--- src/rtl/sal_axi_chan_unit.sv ---
// sal_axi_chan_unit
//   AXI address-channel slave with an address FIFO forwarding to a downstream
//   request port, plus an AXI write-response (B) master fed by downstream
//   completions. An APB port enables the block and exposes status/counters.
//
//   Optional build macro: SAL_CHAN_PERF_CNT_EN
//     defined   -> A_CNT / B_CNT / ERR_CNT counters are implemented
//     undefined -> no counter flops; those addresses read 0 (writes still err)
//
//   Reset is asynchronous and active-high on rst_n (the name is historical).

module sal_axi_chan_unit #(
    parameter int ID_WIDTH   = 4,
    parameter int ADDR_WIDTH = 32,
    parameter int DEPTH      = 4,
    parameter int MAX_OUTST  = 8
) (
    input  logic                  clk,
    input  logic                  rst_n,
    // APB control/status
    input  logic                  psel,
    input  logic                  penable,
    input  logic                  pwrite,
    input  logic [11:0]           paddr,
    input  logic [31:0]           pwdata,
    output logic [31:0]           prdata,
    output logic                  pready,
    output logic                  pslverr,
    // AXI address channel (slave)
    input  logic                  avalid,
    output logic                  aready,
    input  logic [ID_WIDTH-1:0]   aid,
    input  logic [ADDR_WIDTH-1:0] aaddr,
    input  logic [7:0]            alen,
    input  logic [2:0]            asize,
    input  logic [1:0]            aburst,
    // downstream request port
    output logic                  req_valid,
    input  logic                  req_ready,
    output logic [ID_WIDTH-1:0]   req_id,
    output logic [ADDR_WIDTH-1:0] req_addr,
    output logic [7:0]            req_len,
    output logic [2:0]            req_size,
    output logic [1:0]            req_burst,
    // downstream completion port
    input  logic                  done_valid,
    output logic                  done_ready,
    input  logic [ID_WIDTH-1:0]   done_id,
    input  logic                  done_err,
    // AXI write response (master)
    output logic                  bvalid,
    input  logic                  bready,
    output logic [ID_WIDTH-1:0]   bid,
    output logic [1:0]            bresp
);

    localparam int PW = (DEPTH > 1) ? $clog2(DEPTH) : 1;
    localparam int CW = PW + 1;
    localparam int OW = $clog2(MAX_OUTST + 1);
    localparam int EW = ID_WIDTH + ADDR_WIDTH + 8 + 3 + 2;

    localparam logic [CW-1:0] DEPTH_C     = CW'(DEPTH);
    localparam logic [OW-1:0] MAX_OUTST_C = OW'(MAX_OUTST);

    localparam logic [11:0] ADDR_CTRL   = 12'h000;
    localparam logic [11:0] ADDR_STATUS = 12'h004;
    localparam logic [11:0] ADDR_A_CNT  = 12'h008;
    localparam logic [11:0] ADDR_B_CNT  = 12'h00C;
    localparam logic [11:0] ADDR_ERR    = 12'h010;

    localparam logic [1:0] RESP_OKAY   = 2'b00;
    localparam logic [1:0] RESP_SLVERR = 2'b10;

    // ------------------------------------------------------------------
    // State
    // ------------------------------------------------------------------
    logic          en_q;
    logic [PW-1:0] wr_ptr_q, wr_ptr_d;
    logic [PW-1:0] rd_ptr_q, rd_ptr_d;
    logic [CW-1:0] cnt_q, cnt_d;
    logic [OW-1:0] outst_q, outst_d;

    logic                bvalid_q;
    logic [ID_WIDTH-1:0] bid_q;
    logic [1:0]          bresp_q;

    logic [EW-1:0] entry_w [DEPTH];
    logic [EW-1:0] push_data;
    logic [EW-1:0] head_data;

    logic fifo_full;
    logic fifo_empty;
    logic a_hs;
    logic pop;
    logic d_hs;
    logic b_hs;

    // ------------------------------------------------------------------
    // Handshakes. aready depends on registered state only, so a pop in
    // the same cycle never opens a full FIFO.
    // ------------------------------------------------------------------
    assign fifo_full  = (cnt_q == DEPTH_C);
    assign fifo_empty = (cnt_q == '0);

    assign aready     = en_q & ~fifo_full & (outst_q < MAX_OUTST_C);
    assign a_hs       = avalid & aready;

    assign req_valid  = ~fifo_empty;
    assign pop        = req_valid & req_ready;

    assign done_ready = ~bvalid_q | bready;
    assign d_hs       = done_valid & done_ready;
    assign b_hs       = bvalid_q & bready;

    // ------------------------------------------------------------------
    // Address FIFO storage: one register per entry, written at wr_ptr.
    // ------------------------------------------------------------------
    assign push_data = {aid, aaddr, alen, asize, aburst};

    genvar gi;
    generate
        for (gi = 0; gi < DEPTH; gi++) begin : g_entry
            logic [EW-1:0] entry_q;

            // capture the accepted request into this slot when it is the write target
            always_ff @(posedge clk) begin
                if (a_hs && (wr_ptr_q == PW'(gi))) begin
                    entry_q <= push_data;
                end
            end

            assign entry_w[gi] = entry_q;
        end
    endgenerate

    assign head_data = entry_w[rd_ptr_q];
    assign {req_id, req_addr, req_len, req_size, req_burst} = head_data;

    // FIFO pointer/occupancy next state; pointers wrap naturally since DEPTH is a power of 2
    always_comb begin
        wr_ptr_d = wr_ptr_q + PW'(a_hs);
        rd_ptr_d = rd_ptr_q + PW'(pop);
        cnt_d    = cnt_q;
        case ({a_hs, pop})
            2'b10:   cnt_d = cnt_q + CW'(1);
            2'b01:   cnt_d = cnt_q - CW'(1);
            default: cnt_d = cnt_q;
        endcase
    end

    // outstanding count: +1 on A, -1 on B, saturating at zero on a stray B
    always_comb begin
        outst_d = outst_q;
        if (a_hs && !b_hs) begin
            outst_d = outst_q + OW'(1);
        end else if (b_hs && !a_hs && (outst_q != '0)) begin
            outst_d = outst_q - OW'(1);
        end
    end

    // FIFO pointers and outstanding counter registers
    always_ff @(posedge clk or posedge rst_n) begin
        if (rst_n) begin
            wr_ptr_q <= '0;
            rd_ptr_q <= '0;
            cnt_q    <= '0;
            outst_q  <= '0;
        end else begin
            wr_ptr_q <= wr_ptr_d;
            rd_ptr_q <= rd_ptr_d;
            cnt_q    <= cnt_d;
            outst_q  <= outst_d;
        end
    end

    // ------------------------------------------------------------------
    // B channel: a completion loads the response register; it holds until
    // bready. done_ready lets a new completion load in the same cycle the
    // old response is taken.
    // ------------------------------------------------------------------
    always_ff @(posedge clk or posedge rst_n) begin
        if (rst_n) begin
            bvalid_q <= 1'b0;
            bid_q    <= '0;
            bresp_q  <= RESP_OKAY;
        end else if (d_hs) begin
            bvalid_q <= 1'b1;
            bid_q    <= done_id;
            bresp_q  <= done_err ? RESP_SLVERR : RESP_OKAY;
        end else if (b_hs) begin
            bvalid_q <= 1'b0;
        end
    end

    assign bvalid = bvalid_q;
    assign bid    = bid_q;
    assign bresp  = bresp_q;

    // ------------------------------------------------------------------
    // APB decode
    // ------------------------------------------------------------------
    logic        apb_acc;
    logic        sel_ctrl;
    logic        sel_status;
    logic        sel_a_cnt;
    logic        sel_b_cnt;
    logic        sel_err;
    logic        mapped;
    logic        ctrl_wr;
    logic [31:0] rd_data;
    logic [31:0] status_w;
    logic [31:0] a_cnt_w;
    logic [31:0] b_cnt_w;
    logic [31:0] err_cnt_w;
    logic        unused_pwdata;

    assign apb_acc    = psel & penable;
    assign sel_ctrl   = (paddr == ADDR_CTRL);
    assign sel_status = (paddr == ADDR_STATUS);
    assign sel_a_cnt  = (paddr == ADDR_A_CNT);
    assign sel_b_cnt  = (paddr == ADDR_B_CNT);
    assign sel_err    = (paddr == ADDR_ERR);
    assign mapped     = sel_ctrl | sel_status | sel_a_cnt | sel_b_cnt | sel_err;

    // CTRL is the only writable register; every other mapped address is read-only
    assign ctrl_wr = apb_acc & pwrite & sel_ctrl;
    assign pslverr = apb_acc & (~mapped | (pwrite & ~sel_ctrl));
    assign pready  = 1'b1;

    // only CTRL.EN is stored from the write data
    assign unused_pwdata = ^pwdata[31:1];

    // enable bit: gates new A acceptance only, queued work keeps draining
    always_ff @(posedge clk or posedge rst_n) begin
        if (rst_n) begin
            en_q <= 1'b0;
        end else if (ctrl_wr) begin
            en_q <= pwdata[0];
        end
    end

    assign status_w = {14'd0, fifo_empty, fifo_full, 8'(outst_q), 8'(cnt_q)};

`ifdef SAL_CHAN_PERF_CNT_EN
    logic [31:0] a_cnt_q;
    logic [31:0] b_cnt_q;
    logic [31:0] err_cnt_q;

    // event counters, free-running and wrapping at 2^32
    always_ff @(posedge clk or posedge rst_n) begin
        if (rst_n) begin
            a_cnt_q   <= '0;
            b_cnt_q   <= '0;
            err_cnt_q <= '0;
        end else begin
            if (a_hs) begin
                a_cnt_q <= a_cnt_q + 32'd1;
            end
            if (b_hs) begin
                b_cnt_q <= b_cnt_q + 32'd1;
            end
            if (b_hs && (bresp_q == RESP_SLVERR)) begin
                err_cnt_q <= err_cnt_q + 32'd1;
            end
        end
    end

    assign a_cnt_w   = a_cnt_q;
    assign b_cnt_w   = b_cnt_q;
    assign err_cnt_w = err_cnt_q;
`else
    assign a_cnt_w   = 32'd0;
    assign b_cnt_w   = 32'd0;
    assign err_cnt_w = 32'd0;
`endif

    // read mux; unmapped addresses return 0
    always_comb begin
        rd_data = 32'd0;
        if (sel_ctrl) begin
            rd_data = {31'd0, en_q};
        end else if (sel_status) begin
            rd_data = status_w;
        end else if (sel_a_cnt) begin
            rd_data = a_cnt_w;
        end else if (sel_b_cnt) begin
            rd_data = b_cnt_w;
        end else if (sel_err) begin
            rd_data = err_cnt_w;
        end
    end

    assign prdata = apb_acc ? rd_data : 32'd0;

endmodule

--- config.mk ---
export PLATFORM = sky130hd
export DESIGN_NAME = sal_axi_chan_unit
export DESIGN_NICKNAME = d
export VERILOG_FILES = /design/src/rtl/sal_axi_chan_unit.sv
export SDC_FILE = /design/constraint.sdc
export NUM_CORES = 1
export LEC_CHECK = 0
export ABC_AREA = 0
export CAP_MARGIN = 20
export CORE_MARGIN = 2
export CORE_UTILIZATION = 30
export DETAILED_ROUTE_END_ITERATION = 10
export PLACE_DENSITY = 0.64
export SLEW_MARGIN = 20
export SYNTH_ARGS = -nofsm -noshare
export SYNTH_HDL_FRONTEND = slang
export SYNTH_SLANG_ARGS = --single-unit
--- constraint.sdc ---
create_clock -name clk -period 5.3 [get_ports clk]
set_input_delay 1.325 -clock clk [delete_from_list [all_inputs] [get_ports clk]]
set_output_delay 1.325 -clock clk [all_outputs]
set_load 0.03 [all_outputs]
# Word-level counts from Yosys, hierarchy flattened
# Index checks and enable logic that the tools add are counted.
[totals]
ff_bits = 215
elab_cells = 81
output_inout_bits = 93
[classes]
eq_ne = 10
addsub = 6
mux = 12
magnitude_cmp = 2
n_reduce_logical = 16
bitwise_logic = 23
[ops]
columns = ["operator", "n"]
rows = [
  ["49-bit binary-select mux with 2-bit select", 1],
  ["49-bit 2-to-1 mux", 2],
  ["18-bit 2-to-1 mux", 2],
  ["32-bit 2-to-1 mux", 1],
  ["12-bit by 4-bit == test with 1-bit output, second input constant", 2],
  ["12-bit by 3-bit == test with 1-bit output, second input constant", 1],
  ["12-bit by 5-bit == test with 1-bit output, second input constant", 1],
  ["12-bit zero test", 1],
  ["1-bit bitwise AND", 11],
  ["4-bit 2-to-1 mux", 2],
  ["1-bit logical AND", 7],
  ["2-bit == test, second input constant", 3],
  ["1-bit bitwise OR", 6],
  ["3-bit case mux with 2 select lines", 1],
  ["2-bit nonzero test", 3],
  ["1-bit NOT", 5],
  ["2-bit by 1-bit adder with 2-bit output", 2],
  ["4-bit by 1-bit adder with 4-bit output, second input constant", 1],
  ["2-bit by 1-bit == test with 1-bit output, second input constant", 2],
  ["4-bit < comparator, second input constant", 1],
  ["4-bit nonzero test", 1],
  ["4-bit by 1-bit subtractor with 4-bit output, second input constant", 1],
  ["3-bit by 1-bit adder with 3-bit output, second input constant", 1],
  ["3-bit == test, second input constant", 1],
  ["other kinds (8)", 10],
]

# Logic depth before layout (Yosys ltp)
# Gate-level depths: netlist (run 1).
[logic_depth]
depth_word = 10
mapped_depth = 9
ltp_nobuf = 9

# Worst setup path after synthesis (run 1)
# OpenSTA, ideal clock, no wires.
[synth_timing]
path_type = "in2reg"
from = "input port avalid"
to = "register g_entry[2].entry_q[0] (enable)"
n_path_buf = 0
stages = 2
setup_ps = 527
slack_ps = -336
arrival_time_ps = 5110
cell_sequence = "nand4_4 > nor3b_1"
[synth_via]
elab_chain_cells = 2
[synth_rtl]
columns = ["element", "line", "rtl"]
rows = [
  ["start: declaration", "30", "input logic avalid,"],
  ["1-bit bitwise AND", "106", "assign a_hs = avalid & aready;"],
  ["1-bit logical AND", "127", "if (a_hs && (wr_ptr_q == PW'(gi))) begin"],
  ["end signal: assignment", "128", "entry_q <= push_data;"],
  ["end: declaration", "123", "logic [EW-1:0] entry_q;"],
]
# Every way passes these cells.
# A chain may end at the register's enable or synchronous reset.

# Final worst setup path (run 1)
[layout_timing]
from = "input port paddr[11]"
to = "output port prdata[10]"
[layout_via]
elab_chain_cells = 4
[layout_rtl]
columns = ["element", "line", "rtl"]
rows = [
  ["start: declaration", "24", "input logic [11:0] paddr,"],
  ["12-bit by 3-bit == test with 1-bit output", "219", "assign sel_status = (paddr == ADDR_STATUS);"],
  ["18-bit 2-to-1 mux", "282", "end else if (sel_status) begin"],
  ["18-bit 2-to-1 mux *", "280", "if (sel_ctrl) begin"],
  ["32-bit 2-to-1 mux *", "293", "assign prdata = apb_acc ? rd_data : 32'd0;"],
  ["end: declaration", "26", "output logic [31:0] prdata,"],
]
# Mark *: on every way between the ends. The rest lies on a longest branch, timed or not.

==> results.ini, run 1 <==
[outcome]
status=finished, final reports clean

[finish]
antenna_cells=0
drive_gt1_share_pct=20.60
nFillCells=2406
num-nets-final=659
instances_no_fill=904
syn_to_final_growth_pct=32.39

[power_and_ir_drop]
swShare_pct=30.04
finalPower_w=0.005363
combinationalPowerShare_pct=29.9
leakage_nw=3.656
switching_power_w=0.001611
p_int_w=0.003752
power_per_cell_area_nw_per_um2=489.1
seqPwrFrac_pct=37.8
clockPowerShare_pct=32.3
irDropWorstVdd_uv=240.2

[global_route]
first_global_vias=4548
grt_usage_pct=11.10
gr-usage-met1_pct=13.50
grt_overflow_total=0
met3_usage_pct=3.442
grt_max_degree=51
use_met2_pct=19.19
busiest_layer=met2
grt_pass1_wl_mm=24.90
antenna_found_initial=1

[worst_setup_path]
worstPathRequired_ns=3.97
cp_common_cell=clkdlybuf4s50_1
max_stage_delay_ns=0.67
worstSetupPathType=primary input to output port
worstPathMaxFanout=7
cp_cell_sequence=clkdlybuf4s50_1 -> nor4_1 -> nand4_1 -> nor2_1 -> and2_1 -> clkdlybuf4s50_1
critPathArrivalTime_ns=3.52
slowest_stage=clkdlybuf4s50_1
end_kind=output port
cp-start-kind=primary input

[detailed_routing]
dr_total_vias=4147
drtAntennaViolNets=0
drc_errors=0
vias_per_cell=4.587
wirelength_mm=16.30
dr.pass1.iters=4
drt_first_iter_violations=248
wl_per_cell_um=18.03

[clock_tree]
cts.sinks=214
insertion_delay_ns=0.52
cts_tree=done
cts_made_buffers=26
path_clk_slew_ns=0.05
cts_resized=0
cts_setup_buffers=0
cts.path.max_buffers=3
cts_hold_buf=0
htree_levels=1
cts_root_buf=clkbuf_16

[yosys]
syn_avg_cell_area_um2=21.79
synth-simple-area-share_pct=2.901
ys_ff_latch=214
synth-xor-area-share_pct=0.7403
synth_cells=380
ys_warn_count=0
synth.distinct_cells=35
synth-compound-area-share_pct=0.4683
synthAdderAreaFrac_pct=1.239
synthMuxAreaShare_pct=14.79
synth_top_family_by_area=multiplexers
syn_area_um2=8282
synth_sequential_area_ratio_pct=76.51
ys.flop_type=edfxtp_1
synthArstFlopShare_pct=8.411
synth_edf_count=196

[die]
fp.dieW_um=170.2
fp.coreArea_um2=27030
die-area_um2=28950
dieHeight_um=170.2
start_util_pct=30.64
io_pins=200
row_count=60

[sta]
rsz0062_at_grt=false
fmax_ghz=0.2063
min_period_over_period_pct=91.46
fin_skew_ns=0.02148
relSlewSlack_pct=32.13
hold_viol=0
setup_viol=0
tightest_slew_ns=1.015
finalMaxSlewViolations=0
min_period_ns=4.847
worst_slack_ns=0.4525
fin_tns_setup_ns=0

[place]
dp_hpwl_mm=10.08
placed_cells=857
dpl_worst_slack_ns=0.4678
port_buffers=143
gp_congestion=0.8027

[job]
max-cap-violations=0

[worst_hold_path]
hp-class=flop to flop

-- synth_stat cells (6+ instances only) --
cell / count / area [um^2]
mux2_2: 9 / 101.4
buf_4: 26 / 195.2
mux4_2: 49 / 1104
xor2_1: 6 / 52.55
nor2_1: 6 / 22.52
nor3_1: 7 / 35.03
dfrtp_1: 18 / 450.4
inv_1: 6 / 22.52
clkbuf_1: 6 / 22.52
edfxtp_1: 196 / 5886
nand2_1: 6 / 22.52
-- through the flow --
step	util, %	hold slack (ns)	cell area (um^2)
after global routing	40.57	0.5301	10960
after detailed placement	37.32	0.5052	10090
final	40.57	0.5149	10960
after floorplan	-	0.4607	8378
after CTS	40.47	0.5228	10940
after global placement	37.32	0.4928	10090
-- routing by layer --
layer	up-vias	share of wire, %	wire (um)
li1	1830	-	-
met1	2139	41	6693
met3	23	7.9	1283
met5	-	0.098	16
met2	153	49	8039
met4	2	1.6	265
-- registers in the layout (all words and copies together), names as in the netlist --
signal,cells
bid,4
bresp,1
bvalid,1
cnt_q,3
en_q,1
g_entry.entry_q,196
outst_q,4
rd_ptr_q,2
wr_ptr_q,2
-- layout make-up --
class / count / area [um^2] / share of cell area, %
timing repair buffer: 151 / 1524 / 13.90
clock buffer: 30 / 686.9 / 6.265
multi-input combinational: 145 / 1793 / 16.35
inverter: 7 / 28.78 / 0.2625
clock inverter: 16 / 163.9 / 1.495
tap: 341 / 426.7 / 3.891
sequential: 214 / 6341 / 57.83
-- power groups by stage --
| stage | Sequential [W] | Clock, W | Combinational (W) |
|---|---|---|---|
| 6_report | 0.00203 | 0.00173 | 0.00161 |
| 5_1_grt | 0.00205 | 0.00184 | 0.00170 |
| 4_1_cts | 0.00212 | 0.00179 | 0.00153 |
| 3_5_place_dp | 0.00215 | 0 | 0.00152 |
| 3_3_place_gp | 0.00214 | 0 | 0.00150 |
| 2_1_floorplan | 0.00196 | 0 | 0.00112 |
-- critical path, delay by kind of cell --
family                 cells  cell delay [ns]
and+or+nand+nor            4             1.12
buffers and inverters      2             1.07
-- cell families (layout without fill, tap and decap cells) --
logic type               after synthesis  after routing
AND/OR/NAND/NOR                       40             40
flip-flops                           214            214
multiplexers                          60             60
AO/OA/AOI/OAI                          6              6
buffers and inverters                 44            204
XOR/XNOR                               7              7
other                                  2             25
adder cells (fa/ha/maj)                7              7
-- final timing paths --
check	start	to	slack (ns)	cells past startpoint
min in group asynchronous	rst_n	bid[2]	1.22	2
worst max register to register	cnt_q[2]	g_entry[3].entry_q[23]	2.77	5
worst min register to register	bid[2]	bid[2]	0.51	1
worst max-delay path	paddr[11]	prdata[10]	0.45	6
max in group asynchronous	rst_n	rd_ptr_q[0]	3.55	2
worst min-delay path	bid[2]	bid[2]	0.51	1
-- cell usage in the layout (no fill, tap or decap), types with 2 or more instances in the layout --
| cell type | count |
|---|---|
| fa_1 | 2 |
| nor2_1 | 5 |
| and2_1 | 5 |
| nand4_1 | 2 |
| conb_1 | 25 |
| a21oi_1 | 3 |
| dfrtp_1 | 16 |
| bufinv_16 | 3 |
| clkinv_2 | 5 |
| nand2b_1 | 2 |
| mux2_2 | 9 |
| nand3_1 | 2 |
| mux2i_1 | 2 |
| clkinv_1 | 4 |
| xor2_1 | 6 |
| ha_1 | 5 |
| nand2_1 | 6 |
| clkdlybuf4s50_1 | 143 |
| edfxtp_1 | 196 |
| mux4_2 | 49 |
| buf_4 | 6 |
| clkinvlp_4 | 3 |
| clkbuf_1 | 3 |
| clkbuf_16 | 27 |
| nor3_1 | 6 |
| inv_1 | 6 |
No activity file was read; power rests on OpenSTA's default activity.
==> inputs of run 2 (changes only) <==
- TNS_END_PERCENT: not set -> 10
==> run 2 against run 1 <==
Maximum frequency decreased by 1.3%. Routed wire length increased by 0.81%. Via count is 0.51% lower. Global-route usage rose by 0.14 points. Total power hardly changed. Die area unchanged. Utilization barely moved. Worst hold slack gained 0.0030 ns. Register-to-register slack better by 0.09 ns. Cell count is the same. Critical path type unchanged. Largest power group unchanged.
==> results.ini, run 2 (same netlist as run 1, synthesis figures left out) <==
[detailed_routing]
drtAntennaViolNets=0
drt_first_iter_violations=338
drc_errors=0
wirelength_mm=16.43
dr_total_vias=4126
vias_per_cell=4.564
dr.pass1.iters=4
wl_per_cell_um=18.18

[global_route]
grt_overflow_total=0
use_met2_pct=19.97
met3_usage_pct=3.163
busiest_layer=met2
grt_pass1_wl_mm=24.95
antenna_found_initial=1
first_global_vias=4508
grt_usage_pct=11.24
gr-usage-met1_pct=13.70
grt_max_degree=51

[finish]
nFillCells=2399
syn_to_final_growth_pct=32.47
num-nets-final=659
antenna_cells=0
final_area_um2=10970
largest-register=g_entry.entry_q
final_common_cell=edfxtp_1
layout_common_cells=edfxtp_1 (196), clkdlybuf4s50_1 (143), mux4_2 (49), conb_1 (25), clkbuf_16 (25)
largest_reg_flops=196
drive_gt1_share_pct=21.14
instances_no_fill=904

[clock_tree]
cts_hold_buf=0
cts.path.max_buffers=3
cts_resized=0
cts_setup_buffers=0
cts.sinks=214
insertion_delay_ns=0.50
cts_made_buffers=25
htree_levels=1
path_clk_slew_ns=0.06
cts_root_buf=clkbuf_16
cts_tree=done

[worst_setup_path]
reg2reg_slack_ns=2.86
cp_cell_sequence=clkdlybuf4s50_1 -> nor4_1 -> nand4_1 -> nor2_1 -> and2_1 -> clkdlybuf4s50_1
worstSetupPathType=primary input to output port
r2r_end=g_entry[1].entry_q[30]
critPathArrivalTime_ns=3.58
crit_buf_inv=2
slowest_stage=clkdlybuf4s50_1
end_kind=output port
cp-start-kind=primary input
max_stage_delay_ns=0.67
worst_path_dominant_cell_family=simple AND/OR/NAND/NOR gates
critical_path.startpoint=paddr[11]
worstPathRequired_ns=3.97
reg2regPathDepth=6
worstPathMaxFanout=7
r2r_start=cnt_q[2]
cp_common_cell=clkdlybuf4s50_1

[die]
fp.coreArea_um2=27030
io_pins=200
fp.dieW_um=170.2
die-area_um2=28950
row_count=60
start_util_pct=30.64
dieHeight_um=170.2

[power_and_ir_drop]
irDropWorstVdd_uv=267.6
leakage_nw=3.667
power_per_cell_area_nw_per_um2=488.4

[worst_hold_path]
hold_depth=1
min_from=bresp[1]
hp-class=flop to flop
min_to=bresp[1]

[sta]
finalMaxSlewViolations=0
hold_viol=0
relSlewSlack_pct=37.19
fmax_ghz=0.2037
tightest_slew_ns=0.9421
min_period_ns=4.909
rsz0062_at_grt=false
fin_skew_ns=0.006870
min_period_over_period_pct=92.63
setup_viol=0

[place]
place_area_um2=10100
port_buffers=143
gp_congestion=0.7657
placed_cells=858
dp_hpwl_mm=10.32

[job]
max-cap-violations=0

[outcome]
status=finished, final reports clean

run 2: cell types whose count changed in the layout (fill, tap and decap cells not counted):
| cell | change |
|---|---|
| buf_12 | +1 |
| clkinv_1 | -1 |
| clkbuf_1 | -2 |
| inv_8 | -1 |
| nor3_4 | -1 |
| nor3_2 | +1 |
| clkbuf_16 | -2 |
| inv_6 | +4 |
| bufinv_16 | +1 |
run 2: worst max-delay path by stage:
stage | to | cells past startpoint | slack, ns
5_1_grt | prdata[2] | 6 | 0.22
3_3_place_gp | prdata[9] | 6 | 0.51
6_report | prdata[2] | 6 | 0.39
3_5_place_dp | prdata[2] | 6 | 0.41
4_1_cts | prdata[2] | 6 | 0.40
2_1_floorplan | g_entry[0].entry_q[0] | 2 | -0.05
run 2: layout make-up:
| cell class | instances | area [um^2] | share of cell area [%] |
|---|---|---|---|
| clock buffer | 26 | 629.4 | 5.737 |
| clock inverter | 19 | 214.0 | 1.950 |
| inverter | 7 | 28.78 | 0.2623 |
| multi-input combinational | 145 | 1787 | 16.29 |
| sequential | 214 | 6341 | 57.80 |
| tap | 341 | 426.7 | 3.889 |
| timing repair buffer | 152 | 1544 | 14.07 |
run 2: stage by stage:
| stage | utilization, % | setup TNS, ns | setup slack, ns | power, W | hold WS (ns) |
|---|---|---|---|---|---|
| after floorplan | - | -2.532 | -0.05168 | 0.003086 | 0.4607 |
| after global placement | 37.37 | 0 | 0.5107 | 0.003646 | 0.4937 |
| after detailed placement | 37.37 | 0 | 0.4141 | 0.003684 | 0.4982 |
| after CTS | 40.49 | 0 | 0.4023 | 0.005425 | 0.5200 |
| after global routing | 40.59 | 0 | 0.2191 | 0.005601 | 0.5399 |
| final | 40.59 | 0 | 0.3906 | 0.005358 | 0.5178 |
run 2: report_power, final:
| group | switching (W) | total, W | internal, W |
|---|---|---|---|
| clock | 0.000649 | 0.00171 | 0.00106 |
| combinational | 0.000794 | 0.00159 | 0.000800 |
| sequential | 0.000163 | 0.00205 | 0.00189 |
| total | 0.00161 | 0.00536 | 0.00375 |
run 2: layer usage:
layer | wire length (um) | up-vias
met1 | 6614 | 2115
met2 | 8349 | 161
met5 | 13 | -
li1 | - | 1828
met3 | 1263 | 20
met4 | 190 | 2
==> inputs of run 3 (changes only) <==
- CELL_PAD_IN_SITES_DETAIL_PLACEMENT: not set -> 1
- CELL_PAD_IN_SITES_GLOBAL_PLACEMENT: not set -> 1
- GPL_ROUTABILITY_DRIVEN: not set -> 0
- PLACE_DENSITY: 0.64 -> 0.71
- clock period: 5.3 -> 4.25 ns (I/O delays scaled with it)
==> run 3 against run 2 <==
Total power rose by 20%. Sequential share of layout area rose by 0.75 points. Worst setup slack got worse by 0.24 ns. Largest cell class unchanged. Largest power group unchanged.
==> results.ini, run 3 (same netlist as run 1, synthesis figures left out) <==
[detailed_routing]
dr_total_vias=4073
dr_wl_met3_um=997
met2_wirelength_mm=8.769
vias_per_cell=4.521
top_layer=met5
drc_errors=0
drt_first_iter_violations=292
drtAntennaViolNets=0
met1_length_mm=7.001
wirelength_mm=17.05
wl_per_cell_um=18.93
dr.pass1.iters=5

[sta]
fin_tns_setup_ns=0
hold_ws_ns=0.5228
tightest_slew_ns=0.7846
hold_viol=0
fin_skew_ns=0.01614
min_period_ns=4.101
relSlewSlack_pct=47.69
setup_viol=0
finalMaxSlewViolations=0
fmax_ghz=0.2439
rsz0062_at_grt=false
min_period_over_period_pct=96.48

[global_route]
antenna_found_initial=1
grt_overflow_total=0
grt_usage_pct=11.87
first_global_vias=4725
grt_pass1_wl_mm=26.44
grt_max_degree=50

[job]
max-cap-violations=0

[worst_setup_path]
cp_common_cell=clkdlybuf4s50_1
critical_path.startpoint=paddr[11]
r2r_start=cnt_q[2]
critPathArrivalTime_ns=3.04
r2r_end=g_entry[1].entry_q[4]
end_kind=output port
cp_cell_sequence=clkdlybuf4s50_1 -> nor4_1 -> nand4_1 -> nor2_1 -> clkdlybuf4s50_1
slowest_stage=clkdlybuf4s50_1
worstPathRequired_ns=3.19
reg2regPathDepth=6
max_stage_delay_ns=0.69
worstSetupPathType=primary input to output port
cp-start-kind=primary input
worstSetupEndpoint=prdata[0]
reg2reg_slack_ns=1.95
worstPathMaxFanout=7

[clock_tree]
cts_tree=done
cts_root_buf=clkbuf_16
cts.sinks=214
cts_setup_buffers=0
htree_levels=1
path_clk_slew_ns=0.05
insertion_delay_ns=0.50
cts_hold_buf=0
cts_resized=0
cts.path.max_buffers=3
cts_made_buffers=24

[finish]
syn_to_final_growth_pct=30.76
final_area_um2=10830
largest_reg_flops=196
layout_common_cells=edfxtp_1 (196), clkdlybuf4s50_1 (135), mux4_2 (49), conb_1 (25), clkbuf_16 (25)
largest-register=g_entry.entry_q
instances_no_fill=901
final_common_cell=edfxtp_1
drive_gt1_share_pct=20.00
num-nets-final=657
antenna_cells=0

[die]
fp.coreArea_um2=27030
die-area_um2=28950
row_count=60
dieHeight_um=170.2
start_util_pct=30.64
fp.dieW_um=170.2
io_pins=200

[power_and_ir_drop]
power_per_cell_area_nw_per_um2=595.4
leakage_nw=3.690
irDropWorstVdd_uv=261.3
finalPower_w=0.006448

[worst_hold_path]
hp-class=flop to flop

[outcome]
status=finished, final reports clean

[place]
place_area_um2=10090
port_buffers=143
dp_hpwl_mm=10.73
placed_cells=858

==> run 3: cell types whose count changed in the layout (fill, tap and decap cells not counted), moves of 4 or more <==
cell,delta
buf_4,+4
clkbuf_1,+7
dlymetal6s2s_1,+4
inv_6,-4
clkdlybuf4s50_1,-8
==> run 3: worst max-delay path: cells and delay by family <==
kind | cells | cell delay [ns]
buffers and inverters | 2 | 1.09
AND/OR/NAND/NOR | 3 | 0.89
==> run 3: layout make-up <==
class | instances | area (um^2)
multi-input combinational | 145 | 1787
tap | 341 | 426.7
clock buffer | 33 | 655.6
sequential | 214 | 6341
timing repair buffer | 151 | 1516
clock inverter | 10 | 73.82
inverter | 7 | 28.78
fill | 2635 | 16200
==> run 3: worst min path at each step <==
stage                  start        to  cells past startpoint
floorplan           cnt_q[2]  cnt_q[2]                      1
global placement      bid[1]    bid[1]                      1
detailed placement  bresp[1]  bresp[1]                      1
CTS                   bid[2]    bid[2]                      1
global route          bid[0]    bid[0]                      1
finish              bresp[1]  bresp[1]                      1
==> run 3: layer usage <==
| layer | GRT usage (%) | vias to the layer above |
|---|---|---|
| met5 | 0 | - |
| met4 | 2.936 | 2 |
| met3 | 2.744 | 28 |
| met2 | 21.24 | 136 |
| met1 | 14.50 | 2086 |
| li1 | - | 1821 |
==> run 3: where the power goes <==
group	internal (W)	switching, W
Combinational	0.000991	0.00105
Sequential	0.00236	0.000142
Clock	0.00113	0.000772
Total	0.00448	0.00197
==> run 3: through the flow <==
stage / worst slack, ns / utilization (%)
final: 0.1494 / 40.07
after global placement: 0.06450 / 37.33
after floorplan: -0.8392 / -
after global routing: 0.01171 / 40.07
after CTS: 0.08049 / 40.03
after detailed placement: 0.09696 / 37.33
==> edit 1 (flow settings as in run 2) <==
Put a register stage on the output `pslverr`, with the module's reset. The value now appears one clock later. The other outputs are not delayed to match.
--- a/src/rtl/sal_axi_chan_unit.sv
+++ b/src/rtl/sal_axi_chan_unit.sv
@@ -224,7 +224,13 @@
 
     // CTRL is the only writable register; every other mapped address is read-only
     assign ctrl_wr = apb_acc & pwrite & sel_ctrl;
-    assign pslverr = apb_acc & (~mapped | (pwrite & ~sel_ctrl));
+    always_ff @(posedge clk or posedge rst_n) begin
+        if (rst_n) begin
+            pslverr <= '0;
+        end else begin
+            pslverr <= apb_acc & (~mapped | (pwrite & ~sel_ctrl));
+        end
+    end
     assign pready  = 1'b1;
 
     // only CTRL.EN is stored from the write data
Check against the original RTL: not equivalent (Yosys sat finds a counterexample within 4 cycles, from zero or initial values and one cycle with rst_n high).
==> edit 1 against run 2 <==
Routed wire length down 2.2%. Sequential cell count up 1. Synthesized area up 0.51%. Worst setup slack better by 110 ps. Non-clock buffer count unchanged. Fmax up 2.4%. Sequential share of layout area up 0.30 points. Power down 2.3%. Cell area down 0.12%. Critical path depth unchanged. Clock power down 8%. First-iteration DRC count down 11%. Hold slack worse by 7.7 ps. Critical path type unchanged. Critical endpoint is now prdata[16].
==> edit 1: results (changes against run 2) <==
=============================================================================
Met1 demand-to-capacity share in global routing ................        14.2%   was 13.7%
Instance area at placement .....................................   0.0102 mm2   was 0.0101 mm2
Met2 routing resource usage after global routing ...............        18.9%   was 20.0%
Synth Area in Compound Gates ...................................       0.316%   was 0.468%
Number of DRC violations after detailed-routing iteration 0 ....          302   was 338
Status ......................................................... finished, final reports clean   unchanged
Asr flop ratio synth ...........................................        8.84%   was 8.41%
Number of global-route vias before repair ......................         4496   was 4508
Transition time of the tightest slew-check pin .................      1030 ps   was 942 ps
Max Fanout on Critical Path ....................................            6   was 7
Layout cells sized above 1 .....................................        20.0%   was 21.1%
Largest cells by area after synthesis .......................... sky130_fd_sc_hd__edfxtp_1 (71%), sky130_fd_sc_hd__mux4_2 (13%), sky130_fd_sc_hd__dfrtp_1 (5.7%)   was sky130_fd_sc_hd__edfxtp_1 (71%), sky130_fd_sc_hd__mux4_2 (13%), sky130_fd_sc_hd__dfrtp_1 (5.4%)
Global Route met3 Usage ........................................        3.03%   was 3.16%
Post-Synth Adder-Cell Area .....................................        1.23%   was 1.24%
Peak ir drop on the vdd network ................................   0.000212 V   was 0.000268 V
Routed wire length per instance ................................      17.2 um   was 18.2 um
Pre-antenna DRT Iters ..........................................            6   was 4
Via density per instance .......................................         4.35   was 4.56
Count of fill cells added during filler insertion ..............         2415   was 2399
Portion of the post-synthesis area used by sequential elements .        76.4%   was 76.5%
Post-synth top cells ........................................... sky130_fd_sc_hd__edfxtp_1 (196), sky130_fd_sc_hd__mux4_2 (49), sky130_fd_sc_hd__buf_4 (27), sky130_fd_sc_hd__dfrtp_1 (19), sky130_fd_sc_hd__clkbuf_1 (7)   was sky130_fd_sc_hd__edfxtp_1 (196), sky130_fd_sc_hd__mux4_2 (49), sky130_fd_sc_hd__buf_4 (26), sky130_fd_sc_hd__dfrtp_1 (18), sky130_fd_sc_hd__mux2_2 (9)
First-pass GRT wire length .....................................      25.0 mm   about the same
Placed wire-length estimate ....................................      9.93 mm   was 10.3 mm
Area share of xor/xnor cells in the synthesized design .........       0.737%   was 0.740%
Post-synthesis mux area share ..................................        14.9%   was 14.8%
Cell Pwr Density ...............................................   478 mW/mm2   was 488 mW/mm2
=============================================================================
==> edit 1: through the flow <==
stage               setup slack, ps  std cells
CTS                             505        935
floorplan                      28.9        405
detailed placement              521        891
finish                          504        936
global placement                559        891
global route                    305        936
==> edit 1: cells by family after synthesis <==
logic type      count (synthesis)
flops                         215
mux                            60
buf+inv                        44
simple gates                   42
fa+ha+maj                       7
xor+xnor                        7
compound gates                  5
other cells                     2
==> edit 1: area by class of cell <==
class                      instances  area share, %
multi-input combinational        146           16.4
tap                              372           4.25
inverter                           7          0.263
clock buffer                      30           5.88
sequential                       215           58.1
clock inverter                    14           1.10
timing repair buffer             152           14.0
==> edit 1: layer usage <==
metal | routed length, um | up-vias
met4 | 271 | 0
met5 | 0 | -
met3 | 1130 | 24
met1 | 6780 | 2070
li1 | - | 1832
met2 | 7890 | 144
==> edit 1: worst max-delay path, cell delays in order <==
cell	delay [ps]
sky130_fd_sc_hd__clkdlybuf4s50_1	470
sky130_fd_sc_hd__nor4bb_1	300
sky130_fd_sc_hd__nand4_1	260
sky130_fd_sc_hd__nor2_1	270
sky130_fd_sc_hd__and2_2	190
sky130_fd_sc_hd__clkdlybuf4s50_1	670
==> edit 1: path summary, 6_finish.rpt <==
path / startpoint / slack (ps) / end / depth (start not counted)
min: cnt_q[2] / 510 / cnt_q[2] / 1
max in group asynchronous: rst_n / 3480 / rd_ptr_q[0] / 2
max reg2reg: cnt_q[2] / 2570 / g_entry[3].entry_q[1] / 6
max: paddr[4] / 500 / prdata[16] / 6
min in group asynchronous: rst_n / 1270 / bid[3] / 2
min reg2reg: cnt_q[2] / 510 / cnt_q[2] / 1
==> edit 1: report_power, final <==
group,switching [mW],internal (mW)
clock network,0.624,0.957
logic,0.793,0.804
registers,0.159,1.90
==> edit 2 (settings of run 2) <==
Without the edit above. `ID_WIDTH`: 4 -> 6.
--- a/src/rtl/sal_axi_chan_unit.sv
+++ b/src/rtl/sal_axi_chan_unit.sv
@@ -10,7 +10,7 @@
 //   Reset is asynchronous and active-high on rst_n (the name is historical).
 
 module sal_axi_chan_unit #(
-    parameter int ID_WIDTH   = 4,
+    parameter int ID_WIDTH   = 6,
     parameter int ADDR_WIDTH = 32,
     parameter int DEPTH      = 4,
     parameter int MAX_OUTST  = 8
Ports: changed (resized aid, bid, done_id and req_id); port bits go from 200 to 208. The function was not compared with the original's and may differ.
==> edit 2 against run 2 <==
Synthesized cell count is 3.7% higher. Hold slack worse by 9.3 ps. Final cell count is 7.1% higher. Routed wire length is 1.2% higher. Sequential cell count is 10 higher. Power is 1.5% higher. Non-clock buffer count is 8 higher. Global-route usage is 0.39 points lower. Worst setup slack better by 52 ps. Core utilization is 0.64 points lower. Fmax is 1.1% higher. Synthesized area is 4.3% higher. First-iteration DRC count is 38% lower. Cell area is 4.0% higher. Largest power group unchanged.
==> edit 2: results (changes against run 2) <==
=================================================================================================
Post-synth top cells ............................................................... sky130_fd_sc_hd__edfxtp_1 (204), sky130_fd_sc_hd__mux4_2 (51), sky130_fd_sc_hd__buf_4 (25), sky130_fd_sc_hd__dfrtp_1 (20), sky130_fd_sc_hd__mux2_2 (11)   was sky130_fd_sc_hd__edfxtp_1 (196), sky130_fd_sc_hd__mux4_2 (49), sky130_fd_sc_hd__buf_4 (26), sky130_fd_sc_hd__dfrtp_1 (18), sky130_fd_sc_hd__mux2_2 (9)
Area share of xor/xnor cells in the synthesized design .............................       0.710%   was 0.740%
Portion of the post-synthesis area used by sequential elements .....................        76.7%   was 76.5%
Count of synthesis-stage warnings from yosys .......................................            0   unchanged
First-pass GRT wire length .........................................................      25.8 mm   was 25.0 mm
Top cell type by total area after synthesis ........................................ sky130_fd_sc_hd__edfxtp_1   unchanged
Routability Congestion .............................................................        0.769   was 0.766
Initial antenna violation count ....................................................            0   was 1
Max reg flops ......................................................................          204   was 196
Peak ir drop on the vdd network ....................................................   0.000198 V   was 0.000268 V
Number of DRC violations after detailed-routing iteration 0 ........................          210   was 338
Asr flop ratio synth ...............................................................        8.93%   was 8.41%
Synth Area in Compound Gates .......................................................       0.449%   was 0.468%
Post-Synth Adder-Cell Area .........................................................        1.19%   was 1.24%
R2R setup slack ....................................................................      2760 ps   was 2860 ps
Number of port buffers .............................................................          151   was 143
Layout cells sized above 1 .........................................................        20.5%   was 21.1%
Critical Path AT ...................................................................      3530 ps   was 3580 ps
Largest net degree at the start of global routing ..................................           53   was 51
Number of global-route vias before repair ..........................................         4737   was 4508
Count of flip-flops with a built-in enable after synthesis .........................          204   was 196
Slew Limit Headroom ................................................................        42.7%   was 37.2%
Total wire length after detailed routing ...........................................      16.6 mm   was 16.4 mm
Tightest hold margin ...............................................................       509 ps   was 518 ps
Number of distinct library cell variants in the gate-level netlist after synthesis .           34   was 35
NumNets Final ......................................................................          684   was 659
Global routing usage summed across all routing layers ..............................        10.9%   was 11.2%
Depth of the worst register-to-register path .......................................            5   was 6
Number of diodes added for antenna fixing ..........................................            0   unchanged
CP max stage cell .................................................................. sky130_fd_sc_hd__clkdlybuf4s50_1   unchanged
Status ............................................................................. finished, final reports clean   unchanged
CTS Buf Count ......................................................................           24   was 25
Post-synthesis mux area share ......................................................        15.0%   was 14.8%
Setup clock skew after layout ......................................................      4.69 ps   was 6.87 ps
Placed wire-length estimate ........................................................      10.4 mm   was 10.3 mm
Largest cells by area after synthesis .............................................. sky130_fd_sc_hd__edfxtp_1 (71%), sky130_fd_sc_hd__mux4_2 (13%), sky130_fd_sc_hd__dfrtp_1 (5.8%)   was sky130_fd_sc_hd__edfxtp_1 (71%), sky130_fd_sc_hd__mux4_2 (13%), sky130_fd_sc_hd__dfrtp_1 (5.4%)
Leak pwr ...........................................................................      3.80 nW   was 3.67 nW
Via density per instance ...........................................................         4.36   was 4.56
Pre-antenna DRT Iters ..............................................................            4   unchanged
=================================================================================================
==> edit 2: worst max-delay path, delay by kind of cell <==
family / cells / cell delay (ps)
AND/OR/NAND/NOR: 4 / 1140
buffers and inverters: 2 / 1070
==> edit 2: final cells by class <==
cell class / count / area, um2
Clock inverter: 16 / 160
Clock buffer: 28 / 637
Timing Repair Buffer: 160 / 1610
Inverter: 7 / 28.8
Multi-Input combinational cell: 149 / 1850
Tap cell: 384 / 480
Fill cell: 2585 / 17100
Sequential cell: 224 / 6630
==> edit 2: per-stage QoR <==
step / utilization [%] / TNS, ps / cell area, um2 / worst slack [ps] / instances
floorplan: - / -9810 / 8730 / -192 / 417
global route: 40.0 / 0 / 11400 / 281 / 968
finish: 40.0 / 0 / 11400 / 442 / 968
CTS: 39.9 / 0 / 11400 / 430 / 967
global placement: 37.1 / 0 / 10600 / 479 / 923
detailed placement: 37.1 / 0 / 10600 / 436 / 923
==> edit 2: routing by layer <==
layer / up-vias / track usage, % / wire length [um]
met4: 0 / 2.91 / 311
li1: 1895 / - / -
met1: 2161 / 12.7 / 6630
met2: 133 / 19.2 / 8420
met5: - / 0 / 0
met3: 31 / 3.51 / 1270
==> edit 2: final timing paths <==
kind	startpoint	to
worst min register to register	bid[1]	bid[1]
worst max register to register	cnt_q[2]	g_entry[3].entry_q[12]
worst max-delay path	paddr[11]	prdata[8]
worst min-delay path	bid[1]	bid[1]
min in group asynchronous	rst_n	bid[5]
max in group asynchronous	rst_n	rd_ptr_q[0]
==> edit 2: where the power goes <==
group          switching, mW  internal [mW]  leakage, nW
sequential             0.171           1.98         2.07
combinational          0.816          0.826         1.33
clock                  0.644           1.01        0.392
